$ cat config.mk
export PLATFORM = sky130hd
export DESIGN_NAME = i2s_tx
export DESIGN_NICKNAME = d
export VERILOG_FILES = /design/src/rtl/audio_pkg.sv /design/src/rtl/i2s_clk_gen.sv /design/src/rtl/i2s_tx.sv
export SDC_FILE = /design/constraint.sdc
export NUM_CORES = 1
export LEC_CHECK = 0
export CORE_AREA = 2 2 91 93
export CTS_CLUSTER_SIZE = 10
export DETAILED_ROUTE_END_ITERATION = 8
export DIE_AREA = 0 0 93 95
export PLACE_DENSITY = 0.64
export REMOVE_ABC_BUFFERS = 1
export SYNTH_ARGS = -nofsm -noshare
export SYNTH_HDL_FRONTEND = slang
export SYNTH_SLANG_ARGS = --single-unit
$ cat constraint.sdc
create_clock -name clk_i -period 2.4 [get_ports clk_i]
set_input_delay 0.48 -clock clk_i [delete_from_list [all_inputs] [get_ports clk_i]]
set_output_delay 0.48 -clock clk_i [all_outputs]
set_load 0.1 [all_outputs]
$ cat src/rtl/audio_pkg.sv
// Shared audio types and constants for the sample FIFO, mixer and I2S output.
package audio_pkg;

    localparam int SAMPLE_W_DEF = 16;
    localparam int I2S_SLOTS    = 2 * SAMPLE_W_DEF;

    typedef struct packed {
        logic [SAMPLE_W_DEF-1:0] left;
        logic [SAMPLE_W_DEF-1:0] right;
    } stereo_sample_t;

endpackage

$ cat src/rtl/i2s_clk_gen.sv
// I2S bit/word clock generator: BCLK divider, fall tick, slot counter, LRCLK.
module i2s_clk_gen
    import audio_pkg::*;
#(
    parameter int SAMPLE_W = SAMPLE_W_DEF,
    parameter int BCLK_DIV = 4,
    localparam int SLOTS   = 2 * SAMPLE_W,
    localparam int CNT_W   = (BCLK_DIV > 1) ? $clog2(BCLK_DIV) : 1,
    localparam int SLOT_W  = $clog2(SLOTS)
) (
    input  logic              clk_i,
    input  logic              rst_ni,
    input  logic              enable_i,
    output logic              bclk_o,
    output logic              lrclk_o,
    output logic              fall_tick_o,
    output logic [SLOT_W-1:0] slot_o
);

    localparam logic [CNT_W-1:0]  CNT_LAST  = CNT_W'(BCLK_DIV - 1);
    localparam logic [SLOT_W-1:0] SLOT_LAST = SLOT_W'(SLOTS - 1);
    localparam logic [SLOT_W-1:0] SLOT_RGT  = SLOT_W'(SAMPLE_W);

    logic [CNT_W-1:0]  cnt_q, cnt_d;
    logic [SLOT_W-1:0] slot_q, slot_d;
    logic              bclk_q, bclk_d;
    logic              lr_q, lr_d;
    logic              wrap;

    always_comb begin
        wrap        = (cnt_q == CNT_LAST);
        fall_tick_o = enable_i & wrap & bclk_q;
        cnt_d       = cnt_q;
        bclk_d      = bclk_q;
        slot_d      = slot_q;
        lr_d        = lr_q;
        if (!enable_i) begin
            cnt_d  = '0;
            bclk_d = 1'b0;
            slot_d = SLOT_LAST;
            lr_d   = 1'b0;
        end else begin
            cnt_d = wrap ? '0 : cnt_q + 1'b1;
            if (wrap) bclk_d = ~bclk_q;
            // Slot and word select move together with the BCLK falling edge
            if (fall_tick_o) begin
                slot_d = (slot_q == SLOT_LAST) ? '0 : slot_q + 1'b1;
                lr_d   = (slot_d >= SLOT_RGT);
            end
        end
    end

    always_ff @(posedge clk_i or negedge rst_ni) begin
        if (!rst_ni) begin
            cnt_q  <= '0;
            bclk_q <= 1'b0;
            slot_q <= SLOT_LAST;
            lr_q   <= 1'b0;
        end else begin
            cnt_q  <= cnt_d;
            bclk_q <= bclk_d;
            slot_q <= slot_d;
            lr_q   <= lr_d;
        end
    end

    assign bclk_o  = bclk_q;
    assign lrclk_o = lr_q;
    assign slot_o  = slot_q;

endmodule

$ cat src/rtl/i2s_tx.sv
// Philips I2S transmitter: pops one stereo word per frame from the sample FIFO
// and serializes it MSB first with the one-bit delay after LRCLK.
module i2s_tx
    import audio_pkg::*;
#(
    parameter int SAMPLE_W = SAMPLE_W_DEF,
    parameter int BCLK_DIV = 4
) (
    input  logic                  clk_i,
    input  logic                  rst_ni,
    input  logic                  enable_i,
    input  logic [2*SAMPLE_W-1:0] fifo_rdata_i,
    input  logic                  fifo_empty_i,
    output logic                  fifo_rd_en_o,
    output logic                  bclk_o,
    output logic                  lrclk_o,
    output logic                  sdata_o,
    output logic                  underrun_o,
    input  logic                  underrun_clr_i
);

    localparam int FW     = 2 * SAMPLE_W;
    localparam int SLOT_W = $clog2(FW);

    localparam logic [SLOT_W-1:0] SLOT_LAST  = SLOT_W'(FW - 1);
    localparam logic [SLOT_W-1:0] SLOT_FETCH = SLOT_W'(FW - 2);

    logic              fall_tick;
    logic [SLOT_W-1:0] slot;

    logic [FW-1:0] shadow_q, shadow_d;
    logic [FW-1:0] shift_q, shift_d;
    logic          sdata_q, sdata_d;
    logic          pend_q, pend_d;
    logic          ur_q, ur_d;
    logic          fetch, load, rd_en, ur_evt;

    i2s_clk_gen #(
        .SAMPLE_W (SAMPLE_W),
        .BCLK_DIV (BCLK_DIV)
    ) u_clk_gen (
        .clk_i       (clk_i),
        .rst_ni      (rst_ni),
        .enable_i    (enable_i),
        .bclk_o      (bclk_o),
        .lrclk_o     (lrclk_o),
        .fall_tick_o (fall_tick),
        .slot_o      (slot)
    );

    always_comb begin
        fetch    = fall_tick & (slot == SLOT_FETCH);
        load     = fall_tick & (slot == SLOT_LAST);
        rd_en    = fetch & ~fifo_empty_i;
        ur_evt   = fetch & fifo_empty_i;
        shadow_d = shadow_q;
        shift_d  = shift_q;
        sdata_d  = sdata_q;
        pend_d   = rd_en;
        ur_d     = ur_evt | (ur_q & ~underrun_clr_i);
        if (!enable_i) begin
            shadow_d = '0;
            shift_d  = '0;
            sdata_d  = 1'b0;
            pend_d   = 1'b0;
        end else begin
            if (pend_q)      shadow_d = fifo_rdata_i;
            else if (ur_evt) shadow_d = '0;
            // Delay flop gives the one-bit I2S lag behind LRCLK
            if (fall_tick) begin
                sdata_d = shift_q[FW-1];
                shift_d = load ? shadow_q : {shift_q[FW-2:0], 1'b0};
            end
        end
    end

    always_ff @(posedge clk_i or negedge rst_ni) begin
        if (!rst_ni) begin
            shadow_q <= '0;
            shift_q  <= '0;
            sdata_q  <= 1'b0;
            pend_q   <= 1'b0;
            ur_q     <= 1'b0;
        end else begin
            shadow_q <= shadow_d;
            shift_q  <= shift_d;
            sdata_q  <= sdata_d;
            pend_q   <= pend_d;
            ur_q     <= ur_d;
        end
    end

    assign fifo_rd_en_o = rd_en;
    assign sdata_o      = sdata_q;
    assign underrun_o   = ur_q;

endmodule

=== Yosys cells after proc, flatten, opt, wreduce, memory -nomap -nowiden ===
Cells that the tools add are included.

* Bits in registers: 76
* Bits of input ports: 37
* Word-level logic and storage cells: 47

* Add/sub/neg operators: 2
* Magnitude comparators: 1
* Eq/ne operators: 6
* Multiplexer cells: 18
* Bitwise gates (word level): 11

{| class="wikitable"
|+ Operators with widths
! cell !! count
|-
| 32-bit 2-to-1 mux || 6
|-
| 5-bit 2-to-1 mux || 3
|-
| 5-bit equality test, second input constant || 2
|-
| 1-bit bitwise AND || 7
|-
| 1-bit 2-to-1 mux || 7
|-
| 5-bit by 1-bit adder with 5-bit output, second input constant || 1
|-
| 5-bit >= comparator, second input constant || 1
|-
| 2-bit 2-to-1 mux || 2
|-
| 2-bit by 1-bit != test with 1-bit output, second input constant || 2
|-
| 3-bit by 1-bit != test with 1-bit output, second input constant || 1
|-
| 1-bit inverter || 3
|-
| 2-bit by 1-bit adder with 2-bit output, second input constant || 1
|-
| 2-bit equality test, second input constant || 1
|-
| 1-bit bitwise OR || 1
|}

=== Longest topological paths before layout ===
* Depth after elaboration: 8
* Mapped depth: 8

=== Hierarchy ===
A second synthesis with hierarchy kept.

* Cell total of the unflattened synthesis: 446
* Area total of the unflattened synthesis: 3970.1 µm²

{| class="wikitable"
|+ By module, submodules not included
! module !! instances !! cells each !! area an instance (µm²) !! seq. area each (µm²)
|-
| i2s_tx || 1 || 404 || 3538.4 || 1676.6
|-
| i2s_clk_gen || 1 || 42 || 431.7 || 231.5
|}

=== Worst setup path before layout ===
Ideal clock, no wire load.

* Path type: register to output
* Start: register u_clk_gen.bclk_q (netlist: u_clk_gen.bclk_o)
* End: output port fifo_rd_en_o
* Arrival: 3.568 ns
* Data required time: 1.920 ns
* Setup slack: -1.648 ns
* Cell stages (with the launch flop): 4
* Buffers on the path: 1
* Path through: dfrtp_1 > nand3_4 > clkbuf_1 > nor3_1

* Cells in the longest elaborated chain, start to end: 3

{| class="wikitable"
|+ Ends and longest elaborated chain
! what !! line !! source
|-
| start, declared || i2s_clk_gen.sv:26 || <nowiki>logic bclk_q, bclk_d;</nowiki>
|-
| start signal, assigned || i2s_clk_gen.sv:61 || <nowiki>bclk_q <= bclk_d;</nowiki>
|-
| 1-bit bitwise AND || i2s_clk_gen.sv:32 || <nowiki>fall_tick_o = enable_i & wrap & bclk_q;</nowiki>
|-
| 1-bit bitwise AND || i2s_tx.sv:52 || <nowiki>fetch = fall_tick & (slot == SLOT_FETCH);</nowiki>
|-
| 1-bit bitwise AND || i2s_tx.sv:54 || <nowiki>rd_en = fetch & ~fifo_empty_i;</nowiki>
|-
| end, declared || i2s_tx.sv:14 || <nowiki>output logic fifo_rd_en_o,</nowiki>
|}

Every way passes these cells.

=== Worst setup path in the final report ===
* Start: register u_clk_gen.slot_q[1] (netlist: u_clk_gen.slot_o[1])
* End: output port fifo_rd_en_o

* Cells in the longest elaborated chain, start to end: 3

{| class="wikitable"
|+ Ends and longest elaborated chain
! what !! line !! source
|-
| start, declared || i2s_clk_gen.sv:25 || <nowiki>logic [SLOT_W-1:0] slot_q, slot_d;</nowiki>
|-
| start signal, assigned || i2s_clk_gen.sv:62 || <nowiki>slot_q <= slot_d;</nowiki>
|-
| 5-bit equality test || i2s_tx.sv:52 ||
|-
| 1-bit bitwise AND || i2s_tx.sv:52 ||
|-
| 1-bit bitwise AND || i2s_tx.sv:54 ||
|}

Every way passes these cells.

==> reports/summary.txt <==
Post-DRT Antenna Nets: 0
WS Path Type: flop to primary output
DR WL/cell: 14.18 µm
Clk Latency, worst-skew pair: 340 ps
Tmin final: 2248 ps
count leader, synth: nand2_1
mux share of post-synthesis cell area: 8.992%
vias per cell: 5.215
CP top delay family: flip-flops
Longest Clk Path Bufs: 2
Commonest cells post-synth: 74 x nand2_1, 71 x dfrtp_1, 40 x nand3_1
routed vias: 2524
largest area contributor in the netlist: dfrtp_1
Max IR drop VDD: 218.1 µV
post-synthesis average cell area: 10.12 µm²
post-CTS resize count: 0
Sink Count: 76
Setup crit end kind: primary output
final clock skew: 9.569 ps
XOR/XNOR Fraction of Synth Area: 0.2538%
ys async rst share: 100.0%
Slew HR: 57.18%
Critical R2R Launch: u_clk_gen.slot_o[1]
total CTS buffers: 9
TritonCTS clock tree: yes
die area: 0.008835 mm²
Synth Area in Simple Gates: 17.48%
Core ar.: 0.007928 mm²
Tot GR Track Use: 16.86%
crit-path cells: ha_1 -> nand4_1 -> nor3_2 -> buf_12
Finished Core Util: 52.34%
Root Buffer: clkbuf_8
final wirelength: 6.862 mm
Final Max Tran Viols: 0
Max stage delay on crit path: 570 ps
HPWL after DPL: 4.222 mm
DR pass1 iterations: 4
Starting Density: 43.53%
Remaining Overflow, GRT: 0
ant diodes: 0
final period utilization: 93.66%
share of Yosys cell area claimed by the top area cell type: 51.49%
first-pass GRT wire length: 11.67 mm
post-CTS setup buffers: 0
Remaining DRCs: 0
WP data arrival: 1770 ps
Least-Margin Pin Slew: 642.4 ps
area growth from synthesis to layout: 20.23%
reg2reg path depth: 6
# Max-Cap Violations: 0
Critical Path RT: 1920 ps
Post-synth EDFFs: 0
Seq/Total Area, Yosys: 55.29%
vias in the first global route: 2469
f_max: 444.9 MHz
largest net degree at the start of global routing: 72
worst-path fanout max: 4
share of layout cells above drive strength 1: 10.82%
Die X: 93 µm
status: complete, no violations
terminus of the critical flop-to-flop path: shift_q[11]
Yosys reg bits: 76
ranking of synthesized cells by area: dfrtp_1 51%, mux2i_1 9.0%, nand2_1 8.0%
DRT iter0 DRCs: 137
synthesized cell area: 0.003451 mm²
fillers: 763
clock transition at the registers of the reported paths: 80 ps
ys flop type: dfrtp_1
slowest stage cell on the critical path: dfstp_2
Place WS: 397.3 ps
Adder-Cell Fraction of Synth Area: 1.450%
CP startpoint: u_clk_gen.slot_o[1]
flop2flop setup slack: 470 ps
hold crit path type: input pin to asynchronous set/reset pin
Finish-stage setup viols: 0
Buffers on Ports: 41
yosys warns: 0
placed insts: 468
Final GP Congestion: 0.6957
Fin. Hold Viols: 0
CP startpoint kind: flop
Nets: 415
num rows: 33
final non-filler cell total: 484
hold buffers post-CTS: 0
I/O Pins: 42
worst path buffer plus inverter count: 1
pwr/cell area: 583.1 mW/mm²
synthesized instance count: 341
H-tree levels: 3
leakage power: 1.979 nW
largest family of logic cells by synthesized area: simple AND/OR/NAND/NOR gates
antenna violations before repair: 0
Die Y-Extent: 95 µm
setup ws final: 152.2 ps
Synth cell types: 27
RSZ-0062 raised after global routing: false
Compound-Gate Fraction of Synth Area: 11.97%
==> cell usage in the layout, fill, tap and decap left out, types with 2 or more instances in the layout <==
cell type,n
nand2_1,74
dfrtp_1,71
nand3_1,40
clkdlybuf4s50_1,34
o21ai_0,32
o31ai_1,31
mux2i_1,31
buf_4,13
clkbuf_8,11
dfstp_2,5
inv_1,3
and2_1,3
ha_1,3
buf_12,3
and3_1,2
nand4_1,2
nor2_1,2
nand3b_1,2
clkinv_2,2
==> how the worst max path moves through the flow <==
stage | to | cells past startpoint | slack (ps)
CTS | fifo_rd_en_o | 4 | 70
global route | fifo_rd_en_o | 4 | 40
global placement | fifo_rd_en_o | 3 | 440
detailed placement | fifo_rd_en_o | 3 | 400
floorplan | fifo_rd_en_o | 2 | -1960
finish | fifo_rd_en_o | 4 | 150
==> power breakdown <==
group          switching [mW]  total (mW)  leakage (nW)  internal (mW)
combinational          0.0787       0.149         0.834         0.0705
sequential            0.00467        1.29          1.04           1.29
clock                   0.445       0.979         0.102          0.534
==> cell type report <==
class | instances | area (µm²) | share of cell area [%]
repair buffers | 51 | 503.0 | 12.12
well taps | 105 | 131.4 | 3.166
inverters | 3 | 11.26 | 0.2714
flip-flops and latches | 76 | 1908 | 45.99
multi-input cells | 233 | 1393 | 33.56
clock inverters | 4 | 47.55 | 1.146
clock buffers | 12 | 155.1 | 3.739
==> flip-flops by register name, indices dropped and copies added (netlist names) <==
name,count
shadow_q,32
shift_q,32
u_clk_gen.slot_o,5
u_clk_gen.cnt_q,2
pend_q,1
sdata_o,1
u_clk_gen.bclk_o,1
u_clk_gen.lrclk_o,1
underrun_o,1
==> routing by layer <==
layer,wire (µm),vias up,track usage [%],part of all wire (%)
met3,227,5,4.150,3.3
li1,-,1254,-,-
met1,3265,1224,22.10,48
met2,3300,41,27.48,48
met5,0,-,0,0
met4,68,0,5.882,0.99
==> cells by family after synthesis <==
group / count (synthesis)
AOI/OAI and AO/OA: 66
xor gates and xnor gates: 1
adders and majority gates: 4
buffers and inverters: 32
DFF: 76
muxes: 31
and+or+nand+nor: 131
==> through the flow <==
stage	setup TNS [ps]	area (µm²)	hold WS, ps	total power, mW
3_3_place_gp	0	3941	422.1	1.467
4_1_cts	0	4144	136.7	2.447
5_1_grt	0	4149	144.2	2.530
3_5_place_dp	0	3941	435.6	1.467
2_1_floorplan	-19120	3304	184.4	1.350
6_report	0	4149	127.2	2.419
Power figures use the tool's default switching activity.
